<file path="config.mk">
export PLATFORM = sky130hd
export DESIGN_NAME = tdm_mux_8to1
export DESIGN_NICKNAME = d
export VERILOG_FILES = /design/src/rtl/tdm_pkg.sv /design/src/rtl/tdm_beat_counter.sv /design/src/rtl/tdm_mux_8to1.sv
export SDC_FILE = /design/constraint.sdc
export NUM_CORES = 1
export LEC_CHECK = 0
export CAP_MARGIN = 0
export CELL_PAD_IN_SITES_DETAIL_PLACEMENT = 1
export CELL_PAD_IN_SITES_GLOBAL_PLACEMENT = 2
export CORE_ASPECT_RATIO = 0.8
export CORE_MARGIN = 5
export CORE_UTILIZATION = 39
export CTS_CLUSTER_DIAMETER = 200
export DETAILED_ROUTE_END_ITERATION = 8
export DONT_BUFFER_PORTS = 1
export PLACE_DENSITY = 0.86
export SLEW_MARGIN = 20
export SYNTH_ARGS = -nofsm -noshare
export SYNTH_HDL_FRONTEND = slang
export SYNTH_SLANG_ARGS = --single-unit
</file>
<file path="constraint.sdc">
create_clock -name clk -period 2.2 [get_ports clk]
set_input_delay 0.44 -clock clk [delete_from_list [all_inputs] [get_ports clk]]
set_output_delay 0.44 -clock clk [all_outputs]
set_load 0.01 [all_outputs]
</file>
<file path="src/rtl/tdm_pkg.sv">
// Shared constants and types for the 8:1 time-division multiplexer.
// NUM_CH/CH_W describe the channel space; HOLD_MIN/HOLD_MAX bound the
// per-channel hold parameter; BEAT_W is wide enough for HOLD_MAX-1.
package tdm_pkg;
  localparam int unsigned NUM_CH   = 8;
  localparam int unsigned CH_W     = 3;
  localparam int unsigned HOLD_MIN = 1;
  localparam int unsigned HOLD_MAX = 16;
  localparam int unsigned BEAT_W   = 4;

  typedef enum logic {
    IDLE = 1'b0,
    SEND = 1'b1
  } tdm_state_e;
endpackage

</file>
<file path="src/rtl/tdm_beat_counter.sv">
// Beat/channel counter for the TDM multiplexer.
// Ports:
//   clk_i        clock
//   rst_i        synchronous active-high reset (clears both counters)
//   en_i         advance one beat
//   clr_i        hold both counters at zero
//   ch_o         current channel (3 bits, wraps 7->0)
//   beat_o       current beat within the channel
//   last_beat_o  beat is HOLD_CYCLES-1
//   wrap_o       last beat of the last channel
module tdm_beat_counter
  import tdm_pkg::*;
#(
  parameter int unsigned HOLD_CYCLES = 1
) (
  input  logic              clk_i,
  input  logic              rst_i,
  input  logic              en_i,
  input  logic              clr_i,
  output logic [CH_W-1:0]   ch_o,
  output logic [BEAT_W-1:0] beat_o,
  output logic              last_beat_o,
  output logic              wrap_o
);

  // Out-of-range hold values are clamped into HOLD_MIN..HOLD_MAX.
  localparam int unsigned HOLD_EFF = (HOLD_CYCLES < HOLD_MIN) ? HOLD_MIN :
                                     (HOLD_CYCLES > HOLD_MAX) ? HOLD_MAX :
                                     HOLD_CYCLES;
  localparam logic [BEAT_W-1:0] LAST_BEAT = BEAT_W'(HOLD_EFF - 1);

  logic [CH_W-1:0]   ch_q, ch_d;
  logic [BEAT_W-1:0] beat_q, beat_d;

  always_comb begin
    last_beat_o = (beat_q == LAST_BEAT);
    wrap_o      = last_beat_o && (ch_q == '1);
    ch_o        = ch_q;
    beat_o      = beat_q;
  end

  always_comb begin
    ch_d   = ch_q;
    beat_d = beat_q;
    if (clr_i) begin
      ch_d   = '0;
      beat_d = '0;
    end else if (en_i) begin
      if (last_beat_o) begin
        beat_d = '0;
        ch_d   = ch_q + CH_W'(1);
      end else begin
        beat_d = beat_q + BEAT_W'(1);
      end
    end
  end

  always_ff @(posedge clk_i) begin
    if (rst_i) begin
      ch_q   <= '0;
      beat_q <= '0;
    end else begin
      ch_q   <= ch_d;
      beat_q <= beat_d;
    end
  end

endmodule

</file>
<file path="src/rtl/tdm_mux_8to1.sv">
// 8:1 time-division multiplexer: captures an 8-bit word on a ready/valid
// handshake and presents it serially as (i, s) pairs, channel 0 first,
// each channel held for HOLD_CYCLES clocks.
// Ports:
//   clk          clock, rising edge
//   rst          synchronous active-high reset
//   din          parallel word, bit k = channel k
//   load_valid   source offers din
//   load_ready   block accepts din this cycle
//   i            serial data (frame bit for channel s)
//   s            channel select paired with i
//   y_valid      i/s valid this cycle
//   frame_start  first cycle of channel 0
//   frame_end    last cycle of channel 7
module tdm_mux_8to1
  import tdm_pkg::*;
#(
  parameter int unsigned HOLD_CYCLES = 1
) (
  input  logic              clk,
  input  logic              rst,
  input  logic [NUM_CH-1:0] din,
  input  logic              load_valid,
  output logic              load_ready,
  output logic              i,
  output logic [CH_W-1:0]   s,
  output logic              y_valid,
  output logic              frame_start,
  output logic              frame_end
);

  tdm_state_e        state_q, state_d;
  logic [NUM_CH-1:0] frame_q, frame_d;
  logic [CH_W-1:0]   ch;
  logic [BEAT_W-1:0] beat;
  logic              last_beat;
  logic              wrap;
  logic              in_send;
  logic              handshake;

  tdm_beat_counter #(
    .HOLD_CYCLES (HOLD_CYCLES)
  ) u_beat_counter (
    .clk_i       (clk),
    .rst_i       (rst),
    .en_i        (in_send),
    .clr_i       (!in_send),
    .ch_o        (ch),
    .beat_o      (beat),
    .last_beat_o (last_beat),
    .wrap_o      (wrap)
  );

  // Outputs decode registered state only; din/load_valid reach state
  // registers but never an output.
  always_comb begin
    in_send     = (state_q == SEND);
    frame_start = in_send && (ch == '0) && (beat == '0);
    frame_end   = in_send && last_beat && (ch == CH_W'(NUM_CH - 1));
    load_ready  = !in_send || frame_end;
    y_valid     = in_send;
    s           = in_send ? ch : '0;
    i           = in_send ? frame_q[ch] : 1'b0;
    handshake   = load_valid && load_ready;
  end

  // The counter rolls to channel 0/beat 0 on its own at frame end, so a
  // handshake there continues straight into the next frame with no gap.
  always_comb begin
    state_d = state_q;
    frame_d = frame_q;
    if (handshake) begin
      frame_d = din;
    end
    unique case (state_q)
      IDLE: if (handshake) state_d = SEND;
      SEND: if (wrap)      state_d = handshake ? SEND : IDLE;
      default:             state_d = IDLE;
    endcase
  end

  always_ff @(posedge clk) begin
    if (rst) begin
      state_q <= IDLE;
      frame_q <= '0;
    end else begin
      state_q <= state_d;
      frame_q <= frame_d;
    end
  end

endmodule

</file>
==> impl_metrics.csv <==
group,metric,value,unit
worst_setup_path,r2r_cells,6,
clock_network,cts.reportedPaths.clkPinSlew,0.09,ns
die,ios,19,
routing,ant_nets,0,
grt,grt_pass1_vias,764,
pwr,p_per_area,573,nW/µm²
clock_network,clock_path_buffers,2,
clock_network,cts_resized,0,
routing,wl_met3,139,µm
die,rows,16,
synthesis,syn_inst,105,
worst_setup_path,crit_path_end_kind,"output pin",
synthesis,syn-cell-area,955,µm²
routing,wl_met2,1020,µm
finish,register_area,320,µm²
synthesis,syn-num-nets,121,
placed_design,pre_cts_ws,0.456,ns
worst_setup_path,critPathKind,"register to output pin",
worst_setup_path,cp.arrival,1.62,ns
synthesis,ys_warn_count,0,
synthesis,synth_top_area_share,33.6,%
sta,worst_slew_pin_slew,0.605,ns
synthesis,synth_top_cells_by_area,"dfxtp_1 (34%), nor3b_1 (7.1%), ha_1 (6.6%)",
grt,grt_usage,13.6,%
sta,period_minus_slack,2.06,ns
clock_network,clock_sink_count,16,
sta,setup_tns,0,ns
routing,drt_iter0_drc,30,
die,core-area,2400,µm²
finish,fin_nets,119,
synthesis,synth_top_area_cell,"dfxtp_1",
finish,drive_gt1_share,8.82,%
routing,wire_per_inst,17.7,µm
placed_design,portBuffers,0,
die,die_area,3540,µm²
finish,final_cell_mix,"dfxtp_1 (16), nand3_1 (9), nor3b_1 (9)",
clock_network,cts_tree,"built",
run_status,status,"finished clean",
flow_run,drv_cap,0,
routing,vias,791,
worst_setup_path,required,1.76,ns
sta,max_freq,0.485,GHz
sta,setup_viol,0,
hold_path,hold_path_class,"input port to register",
routing,vias_per_cell,6.13,
hold_path,hold_path_end,"y_valid",
worst_setup_path,setup.worst_path.start_class,"register",
routing,wl_met1,1100,µm
routing,drcViolationCount,0,
pwr,ir_drop,246,µV
sta,setup_ws,0.138,ns
hold_path,hold_path_depth,1,
grt,grt-ovfl-total,0,
die,start_util,39.7,%
finish,stdcell_area,995,µm²
worst_setup_path,timing.rr.end,"frame_q[6]",
grt,grt_pass1_wl,3630,µm
finish,final_common_cell,"dfxtp_1",
sta,max_slew_margin,59.6,%
sta,period_share,93.7,%
finish,multi_input_area,563,µm²
sta,finalHoldViolations,0,
die,die_x,65.3,µm
placed_design,gp_congestion,0.772,
routing,dr.pass1.iters,4,
placed_design,dpl.hpwl,1730,µm
clock_network,post_cts_buffers,0,
grt,grt_antenna_before_repair,0,
grt,grt_max_degree,19,
synthesis,seq_area_frac_synth,33.6,%
worst_setup_path,r2r_slack,0.65,ns
routing,routed_wl,2280,µm
die,die_y,54.3,µm
worst_setup_path,timing.rr.start,"u_beat_counter.ch_o[0]",
finish,fillers,281,
pwr,power,570,µW
synthesis,synth-seq-cells,16,
routing,top_layer_used,"met4",
sta,rsz0062_at_grt,"no",
worst_setup_path,cp_max_fo,6,
placed_design,placed_cell_area,958,µm²
finish,antenna_cells,0,
clock_network,holdBufCountCts,0,
finish,syn_to_final_growth,4.19,%
clock_network,clock-root-buffer,"clkbuf_4",
synthesis,avgSynthCellArea,9.09,µm²
clock_network,htree_levels,1,
synthesis,yosysUniqueCellTypes,29,
clock_network,cts_buffers,3,
pwr,p_leak,0.000357,µW
sta,fin_skew,0.00520,ns
clock_network,clk_latency,0.28,ns
hold_path,min-delay-start,"rst",
sta,slew_violations,0,
## flip-flops by register name (all words and copies together), names as in the netlist
signal,count
u_beat_counter.ch_o,3
u_beat_counter.beat_o,4
y_valid,1
frame_q,8
## layout make-up
| cell class | count | share of cell area (%) |
|---|---|---|
| Multi-Input combinational cell | 74 | 56.6 |
| Timing Repair Buffer | 3 | 2.26 |
| Tap cell | 27 | 3.40 |
| Inverter | 5 | 1.89 |
| Sequential cell | 16 | 32.2 |
| Clock buffer | 4 | 3.65 |
## metal layers
metal | global-route usage (%) | up-vias
met1 | 17.7 | 385
li1 | - | 385
met3 | 5.13 | 2
met5 | 0 | -
met4 | 2.07 | 0
met2 | 22.0 | 19
## per-stage QoR
stage | instances | hold WS [ns] | util (%)
after floorplan | 105 | 0.457 | -
after global placement | 125 | 0.469 | 39.9
after detailed placement | 125 | 0.488 | 39.9
after CTS | 129 | 0.211 | 41.4
after global routing | 129 | 0.202 | 41.4
final | 129 | 0.222 | 41.4
## cells in the mapped netlist
master / count
mux4_1: 2
buf_2: 3
dfxtp_1: 16
xnor2_1: 2
nor2b_1: 2
nor3_1: 2
mux2i_1: 2
a21oi_1: 1
nor3b_4: 1
nand4_1: 8
nand2_1: 2
nand3_1: 9
ha_1: 5
clkbuf_1: 3
nand4bb_1: 1
buf_4: 3
nor3b_1: 9
nor2_1: 5
clkinv_1: 1
inv_1: 4
xor2_1: 1
and4b_1: 1
and2_2: 1
buf_1: 1
a22o_1: 1
and3_1: 1
o211ai_1: 8
a31oi_1: 8
and2_1: 2
## critical path: stages (launching register included)
cell and delay [ns]:
dfxtp_1 0.49, mux4_1 0.59, a22o_1 0.26
## power breakdown
part           internal, µW  switching (µW)
registers               303            15.5
logic                  28.5            32.3
clock network           101            89.4
total                   433             137
## worst max path at each step
stage                                      start          to  slack (ns)
after floorplan           u_beat_counter.ch_o[0]  load_ready        0.53
after global placement    u_beat_counter.ch_o[0]           i        0.52
after detailed placement  u_beat_counter.ch_o[0]           i        0.46
after CTS                 u_beat_counter.ch_o[0]           i        0.13
after global routing      u_beat_counter.ch_o[0]           i        0.06
final                     u_beat_counter.ch_o[0]           i        0.14
## cells by family after synthesis
| group | Yosys count | share of synthesized area [%] |
|---|---|---|
| multiplexers | 4 | 7.60 |
| buffers and inverters | 15 | 7.47 |
| AO/OA/AOI/OAI | 18 | 13.0 |
| adder cells (fa/ha/maj) | 5 | 6.55 |
| flip-flops | 16 | 33.6 |
| AND/OR/NAND/NOR | 44 | 29.1 |
| XOR/XNOR | 3 | 2.75 |
No activity file was read; power rests on OpenSTA's default activity.
